### src/rtl/pipe_stage_skid_pkg.sv
// ============================================================================
// Module   : pipe_stage_skid_pkg
// Brief    : Occupancy encodings and slot command type for pipe_stage_skid.
// Revision : 1.0
// ============================================================================
`default_nettype none

package pipe_stage_skid_pkg;

   localparam logic [1:0] c_st_empty = 2'd0;
   localparam logic [1:0] c_st_one   = 2'd1;
   localparam logic [1:0] c_st_two   = 2'd2;

   typedef struct packed {
      logic load;
      logic kill;
   } slot_cmd_t;

endpackage

`default_nettype wire

### src/rtl/pipe_stage_skid_slot.sv
// ============================================================================
// Module   : pipe_slot
// Brief    : One pipeline entry: valid flag, payload and kill-able control bits.
// Revision : 1.0
// ============================================================================
`default_nettype none

module pipe_slot
   import pipe_stage_skid_pkg::*;
#(
   parameter int DATA_W = 64,
   parameter int CTRL_W = 8
) (
   input  logic              clk,
   input  logic              rst,
   input  slot_cmd_t         i_cmd,
   input  logic [DATA_W-1:0] i_data,
   input  logic [CTRL_W-1:0] i_ctrl,
   output logic              o_valid,
   output logic [DATA_W-1:0] o_data,
   output logic [CTRL_W-1:0] o_ctrl
);

   logic              r_valid;
   logic [DATA_W-1:0] r_data;
   logic [CTRL_W-1:0] r_ctrl;

   // Kill drops valid and control but leaves the payload untouched.
   always_ff @(posedge clk) begin
      if (rst) begin
         r_valid <= 1'b0;
         r_data  <= '0;
         r_ctrl  <= '0;
      end else if (i_cmd.kill) begin
         r_valid <= 1'b0;
         r_ctrl  <= '0;
      end else if (i_cmd.load) begin
         r_valid <= 1'b1;
         r_data  <= i_data;
         r_ctrl  <= i_ctrl;
      end
   end

   assign o_valid = r_valid;
   assign o_data  = r_data;
   assign o_ctrl  = r_ctrl;

endmodule

`default_nettype wire

### src/rtl/pipe_stage_skid.sv
// ============================================================================
// Module   : pipe_stage_skid
// Brief    : Parametrised inter-stage register with optional 2-entry skid,
//            flush and saturating stall counter.
// Revision : 1.0
// ============================================================================
`default_nettype none

module pipe_stage_skid
   import pipe_stage_skid_pkg::*;
#(
   parameter int DATA_W = 64,
   parameter int CTRL_W = 8,
   parameter int SKID   = 1,
   parameter int CNT_W  = 16
) (
   input  logic              clk,
   input  logic              rst,
   input  logic              flush,
   input  logic              in_valid,
   output logic              in_ready,
   input  logic [DATA_W-1:0] in_data,
   input  logic [CTRL_W-1:0] in_ctrl,
   output logic              out_valid,
   input  logic              out_ready,
   output logic [DATA_W-1:0] out_data,
   output logic [CTRL_W-1:0] out_ctrl,
   output logic [1:0]        occupancy,
   output logic [CNT_W-1:0]  stall_cnt
);

   logic [1:0]        r_state;
   logic [1:0]        w_state_nxt;
   logic [CNT_W-1:0]  r_stall_cnt;

   logic              w_accept;
   logic              w_pop;
   slot_cmd_t         w_head_cmd;
   slot_cmd_t         w_skid_cmd;
   logic              w_head_from_skid;

   logic              w_head_valid;
   logic [DATA_W-1:0] w_head_data;
   logic [CTRL_W-1:0] w_head_ctrl;
   logic [DATA_W-1:0] w_head_d_data;
   logic [CTRL_W-1:0] w_head_d_ctrl;

   logic              w_skid_valid;
   logic [DATA_W-1:0] w_skid_data;
   logic [CTRL_W-1:0] w_skid_ctrl;

   // With the skid, ready depends only on state; without it, ready looks through to out_ready.
   assign in_ready = flush | ((SKID != 0) ? (r_state != c_st_two)
                                          : ((r_state == c_st_empty) | out_ready));
   assign w_accept = in_valid & in_ready;
   assign w_pop    = w_head_valid & out_ready;

   always_ff @(posedge clk) begin
      if (rst) begin
         r_state <= c_st_empty;
      end else begin
         r_state <= w_state_nxt;
      end
   end

   always_comb begin
      w_state_nxt = r_state;
      if (flush) begin
         w_state_nxt = c_st_empty;
      end else begin
         case (r_state)
            c_st_empty: if (w_accept) w_state_nxt = c_st_one;
            c_st_one: begin
               if (w_accept && !w_pop) begin
                  w_state_nxt = c_st_two;
               end else if (!w_accept && w_pop) begin
                  w_state_nxt = c_st_empty;
               end
            end
            c_st_two:   if (w_pop) w_state_nxt = c_st_one;
            default:    w_state_nxt = c_st_empty;
         endcase
      end
   end

   always_comb begin
      w_head_cmd       = '0;
      w_skid_cmd       = '0;
      w_head_from_skid = 1'b0;
      if (flush) begin
         w_head_cmd.kill = 1'b1;
         w_skid_cmd.kill = 1'b1;
      end else begin
         case (r_state)
            c_st_empty: w_head_cmd.load = w_accept;
            c_st_one: begin
               if (w_accept && w_pop) begin
                  w_head_cmd.load = 1'b1;
               end else if (w_accept) begin
                  w_skid_cmd.load = 1'b1;
               end else if (w_pop) begin
                  w_head_cmd.kill = 1'b1;
               end
            end
            c_st_two: begin
               if (w_pop && w_skid_valid) begin
                  w_head_cmd.load  = 1'b1;
                  w_head_from_skid = 1'b1;
                  w_skid_cmd.kill  = 1'b1;
               end
            end
            default: ;
         endcase
      end
   end

   assign w_head_d_data = w_head_from_skid ? w_skid_data : in_data;
   assign w_head_d_ctrl = w_head_from_skid ? w_skid_ctrl : in_ctrl;

   pipe_slot #(
      .DATA_W (DATA_W),
      .CTRL_W (CTRL_W)
   ) u_head (
      .clk     (clk),
      .rst     (rst),
      .i_cmd   (w_head_cmd),
      .i_data  (w_head_d_data),
      .i_ctrl  (w_head_d_ctrl),
      .o_valid (w_head_valid),
      .o_data  (w_head_data),
      .o_ctrl  (w_head_ctrl)
   );

   generate
      if (SKID != 0) begin : g_skid
         pipe_slot #(
            .DATA_W (DATA_W),
            .CTRL_W (CTRL_W)
         ) u_skid (
            .clk     (clk),
            .rst     (rst),
            .i_cmd   (w_skid_cmd),
            .i_data  (in_data),
            .i_ctrl  (in_ctrl),
            .o_valid (w_skid_valid),
            .o_data  (w_skid_data),
            .o_ctrl  (w_skid_ctrl)
         );
      end else begin : g_no_skid
         assign w_skid_valid = 1'b0;
         assign w_skid_data  = '0;
         assign w_skid_ctrl  = '0;
      end
   endgenerate

   always_ff @(posedge clk) begin
      if (rst) begin
         r_stall_cnt <= '0;
      end else if (w_head_valid && !out_ready && !flush && (r_stall_cnt != '1)) begin
         r_stall_cnt <= r_stall_cnt + CNT_W'(1);
      end
   end

   assign out_valid = w_head_valid;
   assign out_data  = w_head_data;
   assign out_ctrl  = w_head_ctrl;
   assign occupancy = r_state;
   assign stall_cnt = r_stall_cnt;

endmodule

`default_nettype wire

### config.mk
export PLATFORM = sky130hd
export DESIGN_NAME = pipe_stage_skid
export DESIGN_NICKNAME = d
export VERILOG_FILES = /design/src/rtl/pipe_stage_skid_pkg.sv /design/src/rtl/pipe_stage_skid_slot.sv /design/src/rtl/pipe_stage_skid.sv
export SDC_FILE = /design/constraint.sdc
export NUM_CORES = 1
export LEC_CHECK = 0
export CAP_MARGIN = 40
export CORE_ASPECT_RATIO = 1.2
export CORE_UTILIZATION = 25
export DETAILED_ROUTE_END_ITERATION = 8
export SYNTH_ARGS = -nofsm -noshare
export SYNTH_HDL_FRONTEND = slang
export SYNTH_SLANG_ARGS = --single-unit
### constraint.sdc
create_clock -name clk -period 4.7 [get_ports clk]
set_clock_uncertainty 0.2 [all_clocks]
set_input_delay 1.175 -clock clk [delete_from_list [all_inputs] [get_ports clk]]
set_output_delay 1.175 -clock clk [all_outputs]
set_load 0.03 [all_outputs]
==> impl_metrics.env <==
export IMPL_finalHoldViolCount=0
export IMPL_tightest_slew_ns=0.7368
export IMPL_max_cap_violations=0
export IMPL_cp_slowest_cell="clkdlybuf4s50_1"
export IMPL_syn_cell_area_mm2=0.006912
export IMPL_netlist_top_cells_area="dfxtp_1 (48%), a21oi_1 (11%), mux2i_1 (11%)"
export IMPL_diodes=0
export IMPL_n_fill_cell=2747
export IMPL_layout_drive_gt1_share_pct=6.609
export IMPL_startpoint_type="input port"
export IMPL_grtUsageMet1_pct=17.16
export IMPL_cts_buffer_depth=2
export IMPL_syn_inst=776
export IMPL_tns_ns=0
export IMPL_cellPowerDensity_mw_per_mm2=361.0
export IMPL_synthArstFlopShare_pct=0
export IMPL_max_freq_ghz=0.2609
export IMPL_status="finished clean"
export IMPL_cts_tree="done"
export IMPL_num_vias=6035
export IMPL_ys_seq_area_share_pct=47.50
export IMPL_rows=66
export IMPL_yosys_register_bits=164
export IMPL_grt_pass1_vias=5814
export IMPL_fin_cells=1263
export IMPL_grt_pass1_wl_mm=31.24
export IMPL_busiest_layer="met2"
export IMPL_area_growth_syn_to_layout_pct=37.47
export IMPL_hold_path_class="flip-flop to flip-flop"
export IMPL_crit_start="flush"
export IMPL_start_util_pct=25.44
export IMPL_yosysUniqueCellTypes=39
export IMPL_worstSkewPairLatency_ns=0.42
export IMPL_synth_warnings=0
export IMPL_coreArea_mm2=0.02717
export IMPL_numCtsBuffers=17
export IMPL_hold_path_cell_count=2
export IMPL_io_buffers=168
export IMPL_dr_pass1_iters=5
export IMPL_path_cells="clkdlybuf4s50_1 -> nand2b_1 -> clkdlybuf4s50_1"
export IMPL_timing_final_ws_setup_ns=0.8672
export IMPL_path_buf_inv=2
export IMPL_reg2reg_to="u_head.o_data[31]"
export IMPL_slew_viol_final=0
export IMPL_cts_root_buf="clkbuf_16"
export IMPL_grt_antenna_before_repair=0
export IMPL_crit_required_ns=3.32
export IMPL_critPathMostFrequentCell="clkdlybuf4s50_1"
export IMPL_dp_cells=1232
export IMPL_met3_usage_pct=3.339
export IMPL_r2r_start="occupancy[1]"
export IMPL_relSlewSlack_pct=50.55
export IMPL_peakVddDrop_uv=205.7
export IMPL_ios=169
export IMPL_clk_pin_slew_ns=0.06
export IMPL_place_area_mm2=0.008855
export IMPL_drc=0
export IMPL_drt_total_wl_mm=19.62
export IMPL_cts_sinks=164
export IMPL_ant_nets=0
export IMPL_synth_edf_count=0
export IMPL_ctsResizeCount=0
export IMPL_pre_cts_ws_ns=0.8682
export IMPL_stdcell_area_mm2=0.009502
export IMPL_setup_viol=0
export IMPL_yosysTopAreaCell="dfxtp_1"
export IMPL_overflow=0
export IMPL_crit_type="input port to output port"
export IMPL_synth_ff_type="dfxtp_1"
export IMPL_via_per_inst=4.778
export IMPL_track_usage_pct=13.98
export IMPL_cp_num_cells=3
export IMPL_syn_nets=857
export IMPL_grt_max_degree=82
export IMPL_synthTopCellsByCount="dfxtp_1 (164), nand2_1 (150), a21oi_1 (149)"
export IMPL_critPathMaxFanout=2
export IMPL_nets=992
export IMPL_whs_ns=0.2518
export IMPL_dp_final_hpwl_mm=12.17
export IMPL_worst_setup_path_end_kind="output port"
export IMPL_p_leak_uw=0.003023
export IMPL_yosysMostFrequentCell="dfxtp_1"
export IMPL_arrival_ns=2.46
export IMPL_finalCriticalPeriod_ns=3.833
export IMPL_ff2ff_path_depth=9
export IMPL_grt_util_met2_pct=24.20
export IMPL_rsz0062_at_grt="no"
export IMPL_gp_congestion=0.7630
export IMPL_post_cts_setup_buffer_count=0
export IMPL_die_h_um=184.1
export IMPL_endpoint="in_ready"
export IMPL_crit_family="buffers and inverters"
export IMPL_syn_avg_cell_area_um2=8.907
export IMPL_first_iter_violations=254
export IMPL_reg2reg_slack_ns=1.73
export IMPL_htree_levels=4
export IMPL_wl_per_cell_um=15.53
export IMPL_dieArea_mm2=0.02832
export IMPL_die_x_um=153.8
export IMPL_max_stage_delay_ns=0.67
export IMPL_synth_top_cell_area_share_pct=47.50
export IMPL_cts_hold_buf=0
export IMPL_fin_crit_sh_pct=81.55
-- tightest hold or removal path: cells and delay by family (launching register included) --
kind / cells / cell delay, ns
DFF: 1 / 0.31
and+or+nand+nor: 1 / 0.05
AOI/OAI and AO/OA: 1 / 0.05
-- worst min path at each step --
stage,startpoint,slack (ns),end
5_1_grt,g_skid.u_skid.o_data[46],0.27,g_skid.u_skid.o_data[46]
3_5_place_dp,g_skid.u_skid.o_data[28],0.25,g_skid.u_skid.o_data[28]
3_3_place_gp,g_skid.u_skid.o_data[30],0.24,g_skid.u_skid.o_data[30]
2_1_floorplan,g_skid.u_skid.o_ctrl[0],0.24,g_skid.u_skid.o_ctrl[0]
6_report,g_skid.u_skid.o_data[23],0.25,g_skid.u_skid.o_data[23]
4_1_cts,g_skid.u_skid.o_data[28],0.26,g_skid.u_skid.o_data[28]
-- sequential cells by signal, summed over array words and instances, names as in the netlist --
register	count
g_skid.u_skid.o_valid	1
u_head.o_ctrl	8
g_skid.u_skid.o_data	64
u_head.o_data	64
occupancy	2
g_skid.u_skid.o_ctrl	8
u_head.o_valid	1
stall_cnt	16
-- cells by family (layout without fill, tap and decap cells) --
group	Yosys count	in the layout	share of synthesized area [%]
AOI/OAI and AO/OA	233	233	20.22
and+or+nand+nor	225	225	14.63
DFF	164	164	47.50
muxes	82	82	12.02
buffers and inverters	68	215	4.906
adders and majority gates	4	4	0.7241
-- area by class of cell --
type	count	area, um^2	area share, %
clock inverter	11	200.2	2.107
tap	340	425.4	4.477
inverter	3	11.26	0.1185
timing repair buffer	181	1837	19.33
sequential	164	3283	34.55
multi-input combinational	544	3298	34.71
clock buffer	20	446.7	4.701
-- stage by stage --
| step | utilization [%] | power (uW) |
|---|---|---|
| floorplan | - | 1710 |
| global placement | 32.57 | 1906 |
| detailed placement | 32.59 | 1908 |
| CTS | 34.97 | 3486 |
| global route | 34.97 | 3582 |
| finish | 34.97 | 3430 |
-- power by group --
group | total (uW) | internal (uW) | switching [uW] | leakage, uW
logic | 406 | 181 | 225 | 0.00138
registers | 1470 | 1440 | 28.5 | 0.00133
clock network | 1560 | 961 | 594 | 0.000307
total | 3430 | 2580 | 847 | 0.00302
-- routing by layer --
| metal | up-vias | routed length, um |
|---|---|---|
| li1 | 3024 | - |
| met1 | 2859 | 9014 |
| met2 | 140 | 9537 |
| met3 | 12 | 838 |
| met4 | 0 | 227 |
| met5 | - | 0 |
-- cell usage in the layout (no fill, tap or decap), types with 2 or more instances in the layout --
master | Yosys | final
clkdlybuf4s50_1 | 0 | 167
dfxtp_1 | 164 | 164
nand2_1 | 150 | 150
a21oi_1 | 149 | 149
mux2i_1 | 74 | 74
a211oi_1 | 71 | 71
nor2_1 | 23 | 23
clkbuf_16 | 0 | 17
nor2b_1 | 8 | 8
mux2_2 | 8 | 8
buf_4 | 6 | 8
nand2b_1 | 5 | 5
bufinv_16 | 0 | 5
buf_12 | 0 | 5
nand3_1 | 4 | 4
nand4_1 | 4 | 4
nor4_1 | 4 | 4
o31ai_1 | 4 | 4
or4_1 | 4 | 4
ha_1 | 4 | 4
inv_1 | 3 | 3
nand3b_1 | 3 | 3
nor3_1 | 3 | 3
and4_1 | 3 | 3
o21ai_0 | 3 | 3
a211oi_2 | 2 | 2
and3_1 | 2 | 2
or3_1 | 3 | 2
clkinv_4 | 0 | 2
clkbuf_1 | 45 | 2
inv_6 | 0 | 2
clkinvlp_4 | 0 | 2
Power figures use the tool's default switching activity.
